[src/rtl/axi_lite_splitter_pkg.sv]
// Shared types and constants for the AXI4-Lite 1-to-N splitter.
package axi_lite_splitter_pkg;

  localparam logic [1:0] RESP_OKAY   = 2'b00;
  localparam logic [1:0] RESP_SLVERR = 2'b10;
  localparam logic [1:0] RESP_DECERR = 2'b11;

  typedef enum logic [1:0] {W_IDLE, W_FWD, W_WAITB, W_RESP} wr_state_t;
  typedef enum logic [1:0] {R_IDLE, R_FWD, R_WAITR, R_RESP} rd_state_t;

  function automatic int idx_w(input int n);
    return (n > 1) ? $clog2(n) : 1;
  endfunction

endpackage

[src/rtl/axi_lite_splitter_decode.sv]
// Address slot decoder: port index, hit flag and slot-relative address.
module axi_lite_splitter_decode
  import axi_lite_splitter_pkg::*;
#(
  parameter int NUM_MASTERS    = 3,
  parameter int ADDR_WIDTH     = 32,
  parameter int SLOT_ADDR_BITS = 12,
  parameter int IDX_W          = idx_w(NUM_MASTERS)
) (
  input  logic [ADDR_WIDTH-1:0] addr_i,
  output logic                  hit_o,
  output logic [IDX_W-1:0]      idx_o,
  output logic [ADDR_WIDTH-1:0] rel_addr_o
);

  localparam int SLOT_W = ADDR_WIDTH - SLOT_ADDR_BITS;

  logic [SLOT_W-1:0] slot;

  assign slot       = addr_i[ADDR_WIDTH-1:SLOT_ADDR_BITS];
  // Compare at full slot width so high address bits can never alias onto a port.
  assign hit_o      = (64'(slot) < 64'(NUM_MASTERS));
  assign idx_o      = slot[IDX_W-1:0];
  assign rel_addr_o = {{SLOT_W{1'b0}}, addr_i[SLOT_ADDR_BITS-1:0]};

endmodule

[src/rtl/axi_lite_splitter_n.sv]
// AXI4-Lite 1-to-N splitter: one outstanding transaction per direction, DECERR on unmapped slots.
module axi_lite_splitter_n
  import axi_lite_splitter_pkg::*;
#(
  parameter int NUM_MASTERS    = 3,
  parameter int ADDR_WIDTH     = 32,
  parameter int DATA_WIDTH     = 32,
  parameter int SLOT_ADDR_BITS = 12
) (
  input  logic                              ACLK,
  input  logic                              ARESET,
  input  logic [ADDR_WIDTH-1:0]             S_AXI_AWADDR,
  input  logic [2:0]                        S_AXI_AWPROT,
  input  logic                              S_AXI_AWVALID,
  output logic                              S_AXI_AWREADY,
  input  logic [DATA_WIDTH-1:0]             S_AXI_WDATA,
  input  logic [DATA_WIDTH/8-1:0]           S_AXI_WSTRB,
  input  logic                              S_AXI_WVALID,
  output logic                              S_AXI_WREADY,
  output logic [1:0]                        S_AXI_BRESP,
  output logic                              S_AXI_BVALID,
  input  logic                              S_AXI_BREADY,
  input  logic [ADDR_WIDTH-1:0]             S_AXI_ARADDR,
  input  logic [2:0]                        S_AXI_ARPROT,
  input  logic                              S_AXI_ARVALID,
  output logic                              S_AXI_ARREADY,
  output logic [DATA_WIDTH-1:0]             S_AXI_RDATA,
  output logic [1:0]                        S_AXI_RRESP,
  output logic                              S_AXI_RVALID,
  input  logic                              S_AXI_RREADY,
  output logic [NUM_MASTERS*ADDR_WIDTH-1:0] M_AXI_AWADDR,
  output logic [NUM_MASTERS*3-1:0]          M_AXI_AWPROT,
  output logic [NUM_MASTERS-1:0]            M_AXI_AWVALID,
  input  logic [NUM_MASTERS-1:0]            M_AXI_AWREADY,
  output logic [NUM_MASTERS*DATA_WIDTH-1:0] M_AXI_WDATA,
  output logic [NUM_MASTERS*DATA_WIDTH/8-1:0] M_AXI_WSTRB,
  output logic [NUM_MASTERS-1:0]            M_AXI_WVALID,
  input  logic [NUM_MASTERS-1:0]            M_AXI_WREADY,
  input  logic [NUM_MASTERS*2-1:0]          M_AXI_BRESP,
  input  logic [NUM_MASTERS-1:0]            M_AXI_BVALID,
  output logic [NUM_MASTERS-1:0]            M_AXI_BREADY,
  output logic [NUM_MASTERS*ADDR_WIDTH-1:0] M_AXI_ARADDR,
  output logic [NUM_MASTERS*3-1:0]          M_AXI_ARPROT,
  output logic [NUM_MASTERS-1:0]            M_AXI_ARVALID,
  input  logic [NUM_MASTERS-1:0]            M_AXI_ARREADY,
  input  logic [NUM_MASTERS*DATA_WIDTH-1:0] M_AXI_RDATA,
  input  logic [NUM_MASTERS*2-1:0]          M_AXI_RRESP,
  input  logic [NUM_MASTERS-1:0]            M_AXI_RVALID,
  output logic [NUM_MASTERS-1:0]            M_AXI_RREADY
);

  localparam int IDX_W  = idx_w(NUM_MASTERS);
  localparam int STRB_W = DATA_WIDTH / 8;

  logic                   aw_hit, ar_hit;
  logic [IDX_W-1:0]       aw_idx, ar_idx;
  logic [ADDR_WIDTH-1:0]  aw_rel, ar_rel;
  logic [NUM_MASTERS-1:0] aw_sel, ar_sel;

  axi_lite_splitter_decode #(
    .NUM_MASTERS(NUM_MASTERS), .ADDR_WIDTH(ADDR_WIDTH), .SLOT_ADDR_BITS(SLOT_ADDR_BITS), .IDX_W(IDX_W)
  ) u_dec_aw (
    .addr_i(S_AXI_AWADDR), .hit_o(aw_hit), .idx_o(aw_idx), .rel_addr_o(aw_rel)
  );

  axi_lite_splitter_decode #(
    .NUM_MASTERS(NUM_MASTERS), .ADDR_WIDTH(ADDR_WIDTH), .SLOT_ADDR_BITS(SLOT_ADDR_BITS), .IDX_W(IDX_W)
  ) u_dec_ar (
    .addr_i(S_AXI_ARADDR), .hit_o(ar_hit), .idx_o(ar_idx), .rel_addr_o(ar_rel)
  );

  assign aw_sel = NUM_MASTERS'(1) << aw_idx;
  assign ar_sel = NUM_MASTERS'(1) << ar_idx;

  wr_state_t              wr_state_q;
  logic                   awready_q, wready_q, bvalid_q;
  logic [1:0]             bresp_q;
  logic [ADDR_WIDTH-1:0]  m_awaddr_q;
  logic [2:0]             m_awprot_q;
  logic [DATA_WIDTH-1:0]  m_wdata_q;
  logic [STRB_W-1:0]      m_wstrb_q;
  logic [NUM_MASTERS-1:0] m_awvalid_q, m_wvalid_q, m_bready_q, wr_sel_q;

  rd_state_t              rd_state_q;
  logic                   arready_q, rvalid_q;
  logic [1:0]             rresp_q;
  logic [DATA_WIDTH-1:0]  rdata_q;
  logic [ADDR_WIDTH-1:0]  m_araddr_q;
  logic [2:0]             m_arprot_q;
  logic [NUM_MASTERS-1:0] m_arvalid_q, m_rready_q, rd_sel_q;

  logic [1:0]             m_bresp_sel, m_rresp_sel;
  logic [DATA_WIDTH-1:0]  m_rdata_sel;
  logic                   aw_hs, ar_hs;
  logic [NUM_MASTERS-1:0] aw_pend, w_pend;

  always_comb begin
    m_bresp_sel = '0;
    m_rresp_sel = '0;
    m_rdata_sel = '0;
    for (int k = 0; k < NUM_MASTERS; k++) begin
      if (wr_sel_q[k]) m_bresp_sel = M_AXI_BRESP[k*2 +: 2];
      if (rd_sel_q[k]) begin
        m_rresp_sel = M_AXI_RRESP[k*2 +: 2];
        m_rdata_sel = M_AXI_RDATA[k*DATA_WIDTH +: DATA_WIDTH];
      end
    end
  end

  // AW and W are only ever accepted together, so the two readies move as a pair.
  assign aw_hs   = awready_q && wready_q && S_AXI_AWVALID && S_AXI_WVALID;
  assign ar_hs   = arready_q && S_AXI_ARVALID;
  assign aw_pend = m_awvalid_q & ~M_AXI_AWREADY;
  assign w_pend  = m_wvalid_q & ~M_AXI_WREADY;

  always_ff @(posedge ACLK) begin
    if (ARESET) begin
      wr_state_q  <= W_IDLE;
      awready_q   <= 1'b0;
      wready_q    <= 1'b0;
      bvalid_q    <= 1'b0;
      bresp_q     <= RESP_OKAY;
      m_awaddr_q  <= '0;
      m_awprot_q  <= '0;
      m_wdata_q   <= '0;
      m_wstrb_q   <= '0;
      m_awvalid_q <= '0;
      m_wvalid_q  <= '0;
      m_bready_q  <= '0;
      wr_sel_q    <= '0;
    end else begin
      case (wr_state_q)
        W_IDLE: begin
          if (aw_hs) begin
            awready_q  <= 1'b0;
            wready_q   <= 1'b0;
            m_awaddr_q <= aw_rel;
            m_awprot_q <= S_AXI_AWPROT;
            m_wdata_q  <= S_AXI_WDATA;
            m_wstrb_q  <= S_AXI_WSTRB;
            if (aw_hit) begin
              wr_sel_q    <= aw_sel;
              m_awvalid_q <= aw_sel;
              m_wvalid_q  <= aw_sel;
              wr_state_q  <= W_FWD;
            end else begin
              wr_sel_q   <= '0;
              bresp_q    <= RESP_DECERR;
              bvalid_q   <= 1'b1;
              wr_state_q <= W_RESP;
            end
          end else begin
            awready_q <= S_AXI_AWVALID && S_AXI_WVALID;
            wready_q  <= S_AXI_AWVALID && S_AXI_WVALID;
          end
        end
        W_FWD: begin
          m_awvalid_q <= aw_pend;
          m_wvalid_q  <= w_pend;
          if (aw_pend == '0 && w_pend == '0) begin
            m_bready_q <= wr_sel_q;
            wr_state_q <= W_WAITB;
          end
        end
        W_WAITB: begin
          if (|(m_bready_q & M_AXI_BVALID)) begin
            m_bready_q <= '0;
            bresp_q    <= m_bresp_sel;
            bvalid_q   <= 1'b1;
            wr_state_q <= W_RESP;
          end
        end
        W_RESP: begin
          // Arm the readies on exit so a waiting request lands in the first IDLE cycle.
          if (S_AXI_BREADY) begin
            bvalid_q   <= 1'b0;
            awready_q  <= S_AXI_AWVALID && S_AXI_WVALID;
            wready_q   <= S_AXI_AWVALID && S_AXI_WVALID;
            wr_state_q <= W_IDLE;
          end
        end
        default: wr_state_q <= W_IDLE;
      endcase
    end
  end

  always_ff @(posedge ACLK) begin
    if (ARESET) begin
      rd_state_q  <= R_IDLE;
      arready_q   <= 1'b0;
      rvalid_q    <= 1'b0;
      rresp_q     <= RESP_OKAY;
      rdata_q     <= '0;
      m_araddr_q  <= '0;
      m_arprot_q  <= '0;
      m_arvalid_q <= '0;
      m_rready_q  <= '0;
      rd_sel_q    <= '0;
    end else begin
      case (rd_state_q)
        R_IDLE: begin
          if (ar_hs) begin
            arready_q  <= 1'b0;
            m_araddr_q <= ar_rel;
            m_arprot_q <= S_AXI_ARPROT;
            if (ar_hit) begin
              rd_sel_q    <= ar_sel;
              m_arvalid_q <= ar_sel;
              rd_state_q  <= R_FWD;
            end else begin
              rd_sel_q   <= '0;
              rresp_q    <= RESP_DECERR;
              rdata_q    <= '0;
              rvalid_q   <= 1'b1;
              rd_state_q <= R_RESP;
            end
          end else begin
            arready_q <= S_AXI_ARVALID;
          end
        end
        R_FWD: begin
          if (|(m_arvalid_q & M_AXI_ARREADY)) begin
            m_arvalid_q <= '0;
            m_rready_q  <= rd_sel_q;
            rd_state_q  <= R_WAITR;
          end
        end
        R_WAITR: begin
          if (|(m_rready_q & M_AXI_RVALID)) begin
            m_rready_q <= '0;
            rdata_q    <= m_rdata_sel;
            rresp_q    <= m_rresp_sel;
            rvalid_q   <= 1'b1;
            rd_state_q <= R_RESP;
          end
        end
        R_RESP: begin
          if (S_AXI_RREADY) begin
            rvalid_q   <= 1'b0;
            arready_q  <= S_AXI_ARVALID;
            rd_state_q <= R_IDLE;
          end
        end
        default: rd_state_q <= R_IDLE;
      endcase
    end
  end

  assign S_AXI_AWREADY = awready_q;
  assign S_AXI_WREADY  = wready_q;
  assign S_AXI_BVALID  = bvalid_q;
  assign S_AXI_BRESP   = bresp_q;
  assign S_AXI_ARREADY = arready_q;
  assign S_AXI_RVALID  = rvalid_q;
  assign S_AXI_RRESP   = rresp_q;
  assign S_AXI_RDATA   = rdata_q;

  assign M_AXI_AWADDR  = {NUM_MASTERS{m_awaddr_q}};
  assign M_AXI_AWPROT  = {NUM_MASTERS{m_awprot_q}};
  assign M_AXI_AWVALID = m_awvalid_q;
  assign M_AXI_WDATA   = {NUM_MASTERS{m_wdata_q}};
  assign M_AXI_WSTRB   = {NUM_MASTERS{m_wstrb_q}};
  assign M_AXI_WVALID  = m_wvalid_q;
  assign M_AXI_BREADY  = m_bready_q;
  assign M_AXI_ARADDR  = {NUM_MASTERS{m_araddr_q}};
  assign M_AXI_ARPROT  = {NUM_MASTERS{m_arprot_q}};
  assign M_AXI_ARVALID = m_arvalid_q;
  assign M_AXI_RREADY  = m_rready_q;

endmodule
[config.mk]
export PLATFORM = sky130hd
export DESIGN_NAME = axi_lite_splitter_n
export DESIGN_NICKNAME = d
export VERILOG_FILES = /design/src/rtl/axi_lite_splitter_pkg.sv /design/src/rtl/axi_lite_splitter_decode.sv /design/src/rtl/axi_lite_splitter_n.sv
export SDC_FILE = /design/constraint.sdc
export NUM_CORES = 1
export LEC_CHECK = 0
export BUFFER_PORTS_ARGS = -buffer_cell sky130_fd_sc_hd__buf_2
export CORE_AREA = 2 2 234 236
export CTS_CLUSTER_DIAMETER = 120
export DETAILED_ROUTE_END_ITERATION = 10
export DIE_AREA = 0 0 236 238
export PLACE_DENSITY_LB_ADDON = 0.25
export SYNTH_ARGS = -nofsm -noshare
export SYNTH_HDL_FRONTEND = slang
export SYNTH_SLANG_ARGS = --single-unit
[constraint.sdc]
create_clock -name ACLK -period 2.2 [get_ports ACLK]
set_input_delay 0.11 -clock ACLK [delete_from_list [all_inputs] [get_ports ACLK]]
set_output_delay 0.11 -clock ACLK [all_outputs]
set_load 0.01 [all_outputs]
# --- After elaboration in Yosys (flattened, before gate mapping) ---
# Cells that the tools add are included.
word_totals:
  ff_bits: 131
  latchBits: 0
  mem_bits_rw: 0
  mem_bits_ro: 0
  input_bits: 236
  output_inout_bits: 374
  n_memories: 0
classes:
  addsub: 0
  mul: 0
  div: 0
  magnitude_cmp: 2
  n_eq_ne: 18
  shifts: 2
  mux: 65
  bitwise: 7
  n_reduce_logical: 36
op_table:
  columns: ["op", "count"]
  rows:
  - ["2-to-1 mux 32 bit", 6]
  - ["one-hot mux 32 bit (2 select lines)", 1]
  - ["2-to-1 mux 2 bit", 22]
  - ["< comparator 20 x 2 -> 1 bit (second input constant)", 2]
  - ["2-to-1 mux 3 bit", 11]
  - ["one-hot mux 3 bit (2 select lines)", 5]
  - ["!= test 2 bit (second input constant)", 12]
  - ["AND reduction 4 bit", 5]
  - ["one-hot mux 2 bit (4 select lines)", 2]
  - ["nonzero test 2 bit", 8]
  - ["bitwise AND 3 bit", 5]
  - ["2-to-1 mux 1 bit", 12]
  - ["AND reduction 5 bit", 2]
  - ["AND reduction 3 bit", 3]
  - ["OR reduction 3 bit", 3]
  - ["equality test 2 bit (second input constant)", 4]
  - ["one-hot mux 2 bit (2 select lines)", 2]
  - ["AND reduction 2 bit", 4]
  - ["zero test 3 bit", 2]
  - ["NOT 3 bit", 2]
  - ["one-hot mux 1 bit (3 select lines)", 2]
  - ["nonzero test 3 bit", 2]
  - ["<< shifter 1 x 2 -> 3 bit (first input constant)", 2]
  - ["logical AND 1 bit", 5]
  - ["3 further kinds", 6]

# --- Depth between registers and ports, before layout ---
depth:
  depth_word: 6
  depth_mapped: 8
  mapped_depth_nobuf: 7

# --- Cells and area by module ---
# A second synthesis with hierarchy kept.
hier_totals:
  cells_unflattened: 1186
  hier_area_um2: 9173.8
by_module_without_submodules:
  columns: ["module", "n_inst", "cells_per_inst", "area_per_inst_um2", "seq_area_each_um2"]
  rows:
  - ["axi_lite_splitter_n", 1, 1104, 8568.2, 3423.3]
  - ["axi_lite_splitter_decode", 2, 41, 302.8, 0.0]

# --- Least setup slack after synthesis ---
# Ideal clock, no wire load.
synth_timing:
  kind: "register -> register"
  startpoint: "reg rd_state_q[0]"
  endpoint: "reg rdata_q[15] (netlist: S_AXI_RDATA[15])"
  arrival_ns: 1.766
  t_required_ns: 2.070
  path_slack_ns: 0.304
  path_stages_with_launch: 9
  n_path_buf: 2
  path_cell_list: "dfxtp_1 inv_1 ha_1 clkbuf_1 a32oi_1 o311ai_4 buf_6 a22oi_2 nor2_2"
synth_via:
  elab_chain_len: 3
  word_cells_on_any_way: 8
  classes_between: "eq/ne (4); mux (1); reduce/logical (3)"
synth_lines:
  columns: ["element", "line", "text"]
  rows:
  - ["start: declaration", "axi_lite_splitter_n.sv:84", "rd_state_t rd_state_q;"]
  - ["start signal: assignment", "axi_lite_splitter_n.sv:189", "rd_state_q <= R_IDLE;"]
  - ["start signal: assignment", "axi_lite_splitter_n.sv:209", "rd_state_q <= R_FWD;"]
  - ["start signal: assignment", "axi_lite_splitter_n.sv:215", "rd_state_q <= R_RESP;"]
  - ["equality test 2 bit or zero test 2 bit (tied branches)", "axi_lite_splitter_n.sv:200", "case (rd_state_q)"]
  - ["!= test 2 bit (no line) or nonzero test 2 bit (tied branches)", null, null]
  - ["AND reduction 4 bit (no line)", null, null]
  - ["end signal: assignment", "axi_lite_splitter_n.sv:231", "rdata_q <= m_rdata_sel;"]
  - ["end: declaration", "axi_lite_splitter_n.sv:87", "logic [DATA_WIDTH-1:0] rdata_q;"]
# Several ways; a longest one is shown, not always the timed one.
# A chain may end at the register's enable or synchronous reset.

# --- Final worst setup path ---
layout_timing:
  startpoint: "reg wr_state_q[0]"
  endpoint: "reg m_awaddr_q[2]"
layout_via:
  elab_chain_len: 2
layout_lines:
  columns: ["element", "line", "text"]
  rows:
  - ["start: declaration", "axi_lite_splitter_n.sv:75", "wr_state_t wr_state_q;"]
  - ["start signal: assignment", "axi_lite_splitter_n.sv:118", "wr_state_q <= W_IDLE;"]
  - ["start signal: assignment", "axi_lite_splitter_n.sv:145", "wr_state_q <= W_FWD;"]
  - ["start signal: assignment", "axi_lite_splitter_n.sv:150", "wr_state_q <= W_RESP;"]
  - ["zero test 2 bit", "axi_lite_splitter_n.sv:132", "case (wr_state_q)"]
  - ["AND reduction 2 bit (no line)", null, null]
  - ["end signal: assignment", "axi_lite_splitter_n.sv:137", "m_awaddr_q <= aw_rel;"]
  - ["end: declaration", "axi_lite_splitter_n.sv:78", "logic [ADDR_WIDTH-1:0] m_awaddr_q;"]
# Every way passes these cells.

==> flow_summary.json <==
{
  "pre_cts_ws_ns": 0.0307,
  "max_cap_viol_count": 0,
  "ant_nets": 0,
  "drt-pass1-iter-count": 7,
  "yosysUniqueCellTypes": 51,
  "ys_seq_area_share_pct": 33.6,
  "path_cells": "inv_1 > ha_1 > buf_4 > and2_2 > nand2_1 > a21oi_1 > dlygate4sd3_1",
  "crit_slowest_cell": "dlygate4sd3_1",
  "grt_pass1_vias": 7513,
  "post_cts_buffers": 0,
  "synth-seq-cells": 131,
  "initial_utilization_pct": 14.6,
  "cp_slowest_stage_delay_ns": 0.56,
  "synth.top_cell.area_share_pct": 33.6,
  "cpLargestDelayFamily": "buffers and inverters",
  "areaGrowthSynthToFinish_pct": 47.5,
  "cp_data_required_time_ns": 2.61,
  "dp_hpwl_mm": 23.8,
  "arrival_ns": 2.42,
  "max_freq_mhz": 498,
  "timing.final.ws_setup_ns": 0.193,
  "synth_top_area_cell": "dfxtp_1",
  "grt_first_pass_wirelength_mm": 44.0,
  "clock_latency_ns": 0.48,
  "synth_ff_type": "dfxtp_1",
  "nets": 1697,
  "hold_ws_ns": 0.0490,
  "fin_crit_ns": 2.01,
  "grt_overflow": 0,
  "fin_setup_tns_ns": 0,
  "p_total_mw": 7.99,
  "drt-total-wl_mm": 31.2,
  "cp-end-kind": "flip-flop",
  "maxSlewHeadroom_pct": 48.5,
  "core_um2": 53500,
  "syn_avg_cell_area_um2": 7.83,
  "synth_common_cells": "buf_4 (255), nand2_1 (161), dfxtp_1 (131), a21oi_1 (104), clkbuf_1 (49)",
  "place.gp.congestion": 0.770,
  "drive_above_1_share_pct": 39.2,
  "vias": 8055,
  "port_buffers": 489,
  "cts.sinks": 131,
  "cts_buffer_depth": 2,
  "cts_htree_levels": 4,
  "fp.dieW_um": 236,
  "ys_warn_count": 0,
  "die_y_um": 238,
  "crit_type": "reg -> reg",
  "die-area_um2": 56200,
  "syn_inst": 996,
  "worstMarginPinSlew_ns": 0.765,
  "path_max_fanout": 11,
  "netlist_top_cells_area": "dfxtp_1 (34%), buf_4 (25%), nand2_1 (7.8%)",
  "drc": 0,
  "powerDensity_nw_per_um2": 695,
  "grt_max_degree": 66,
  "cts-buffers-inserted": 17,
  "routed_via_density": 3.72,
  "status": "complete, no violations",
  "rsz0062_at_grt": "no",
  "async_flop_share_pct": 0,
  "cts-root-buf": "clkbuf_16",
  "leakage_nw": 5.49,
  "worst_setup_path_start_kind": "flip-flop",
  "period_share_pct": 91.2,
  "post-synth-top-count-cell": "buf_4",
  "final_max_slew_viol_count": 0,
  "cts.clk_slew.worst_paths_ns": 0.07,
  "wl_per_cell_um": 14.4,
  "fp-row-count": 85,
  "grt_usage_pct": 10.5,
  "pin_count": 610,
  "hold_viol": 0,
  "peakVddDrop_mv": 0.595,
  "dr.first_iter.drc_count": 276,
  "antenna_found_initial": 4,
  "synth_area_um2": 7800,
  "crit_buf_inv": 3,
  "finalClockSkew_ns": 0.0140,
  "hold_class": "in -> reg",
  "final-setup-viol-count": 0,
  "synth_edf_count": 0,
  "cts_tree": "done"
}
## registers in the layout, summed over array words and instances (netlist names), 4 cells and up
signal and count:
S_AXI_RDATA 32, m_araddr_q 12, m_awaddr_q 12, m_wdata_q 32
m_wstrb_q 4
## layout by cell type, fill, tap and decap left out, types with 5 or more instances in the layout
master,synthesis,layout
buf_2,2,488
o31ai_1,32,32
buf_4,255,23
a22oi_2,5,5
nor2_2,5,5
a32oi_1,6,6
dfxtp_1,131,130
o21ai_0,7,7
dlygate4sd3_1,0,113
nor2b_1,8,7
nand3_1,39,39
nor4_1,7,7
conb_1,1,120
nand3b_1,5,5
nand2_1,161,160
inv_1,16,15
a21oi_1,104,104
a22oi_1,44,44
clkbuf_16,0,19
nor2_1,48,48
o211ai_1,5,5
buf_12,0,5
ha_1,8,8
## power by group
group	switching, mW	internal [mW]	leakage, nW	total [mW]
Combinational	1.32	0.881	4.12	2.20
Sequential	0.122	2.51	1.06	2.63
Clock	1.20	1.96	0.311	3.16
## cells by family after synthesis
group	synth area share (%)
fa+ha+maj	1.28
simple gates	16.6
compound gates	19.4
mux	0.513
flops	33.6
buf+inv	28.5
other cells	0.0481
## metrics by stage
step           utilization [%]  std cells  cell area, um^2
2_1_floorplan                -       1115             8240
3_3_place_gp              18.1       2015             9680
3_5_place_dp              18.1       2015             9680
4_1_cts                   21.4       2160            11400
5_1_grt                   21.5       2162            11500
6_report                  21.5       2163            11500
## final cells by class
type / instances / area (um^2)
antenna: 1 / 2.50
timing repair buffer: 631 / 3900
inverter: 16 / 60.1
clock inverter: 12 / 178
clock buffer: 20 / 457
tap: 696 / 871
multi-input combinational: 656 / 3420
sequential: 131 / 2620
fill: 5969 / 42000
## what timing repair did
action / CTS / global route
hold buffers: 113 / 0
endpoints found under the setup margin: 0 / 36
hold endpoints to repair: 109 / 0
gates resized for setup: 0 / 2
## metal layers
metal	track usage [%]	part of all wire [%]	up-vias
met1	11.0	39	3679
met5	0	0.042	-
li1	-	-	3940
met3	3.19	6.8	45
met2	18.9	51	389
met4	5.39	3.3	2
## path summary, 6_finish.rpt
| kind | slack, ns | endpoint | cells past startpoint | start |
|---|---|---|---|---|
| max reg2reg | 0.19 | m_awaddr_q[2] | 7 | wr_state_q[0] |
| max | 0.19 | m_awaddr_q[2] | 7 | wr_state_q[0] |
| min reg2reg | 0.46 | S_AXI_RDATA[13] | 2 | S_AXI_RDATA[13] |
| min | 0.05 | S_AXI_RDATA[17] | 5 | M_AXI_RDATA[81] |
## worst reg2reg max path, stage by stage (launching register included)
cell and delay [ns]:
dfxtp_1 0.33, inv_1 0.10, ha_1 0.18, buf_4 0.19, and2_2 0.35, nand2_1 0.11, a21oi_1 0.13, dlygate4sd3_1 0.56
Power figures use the tool's default switching activity.
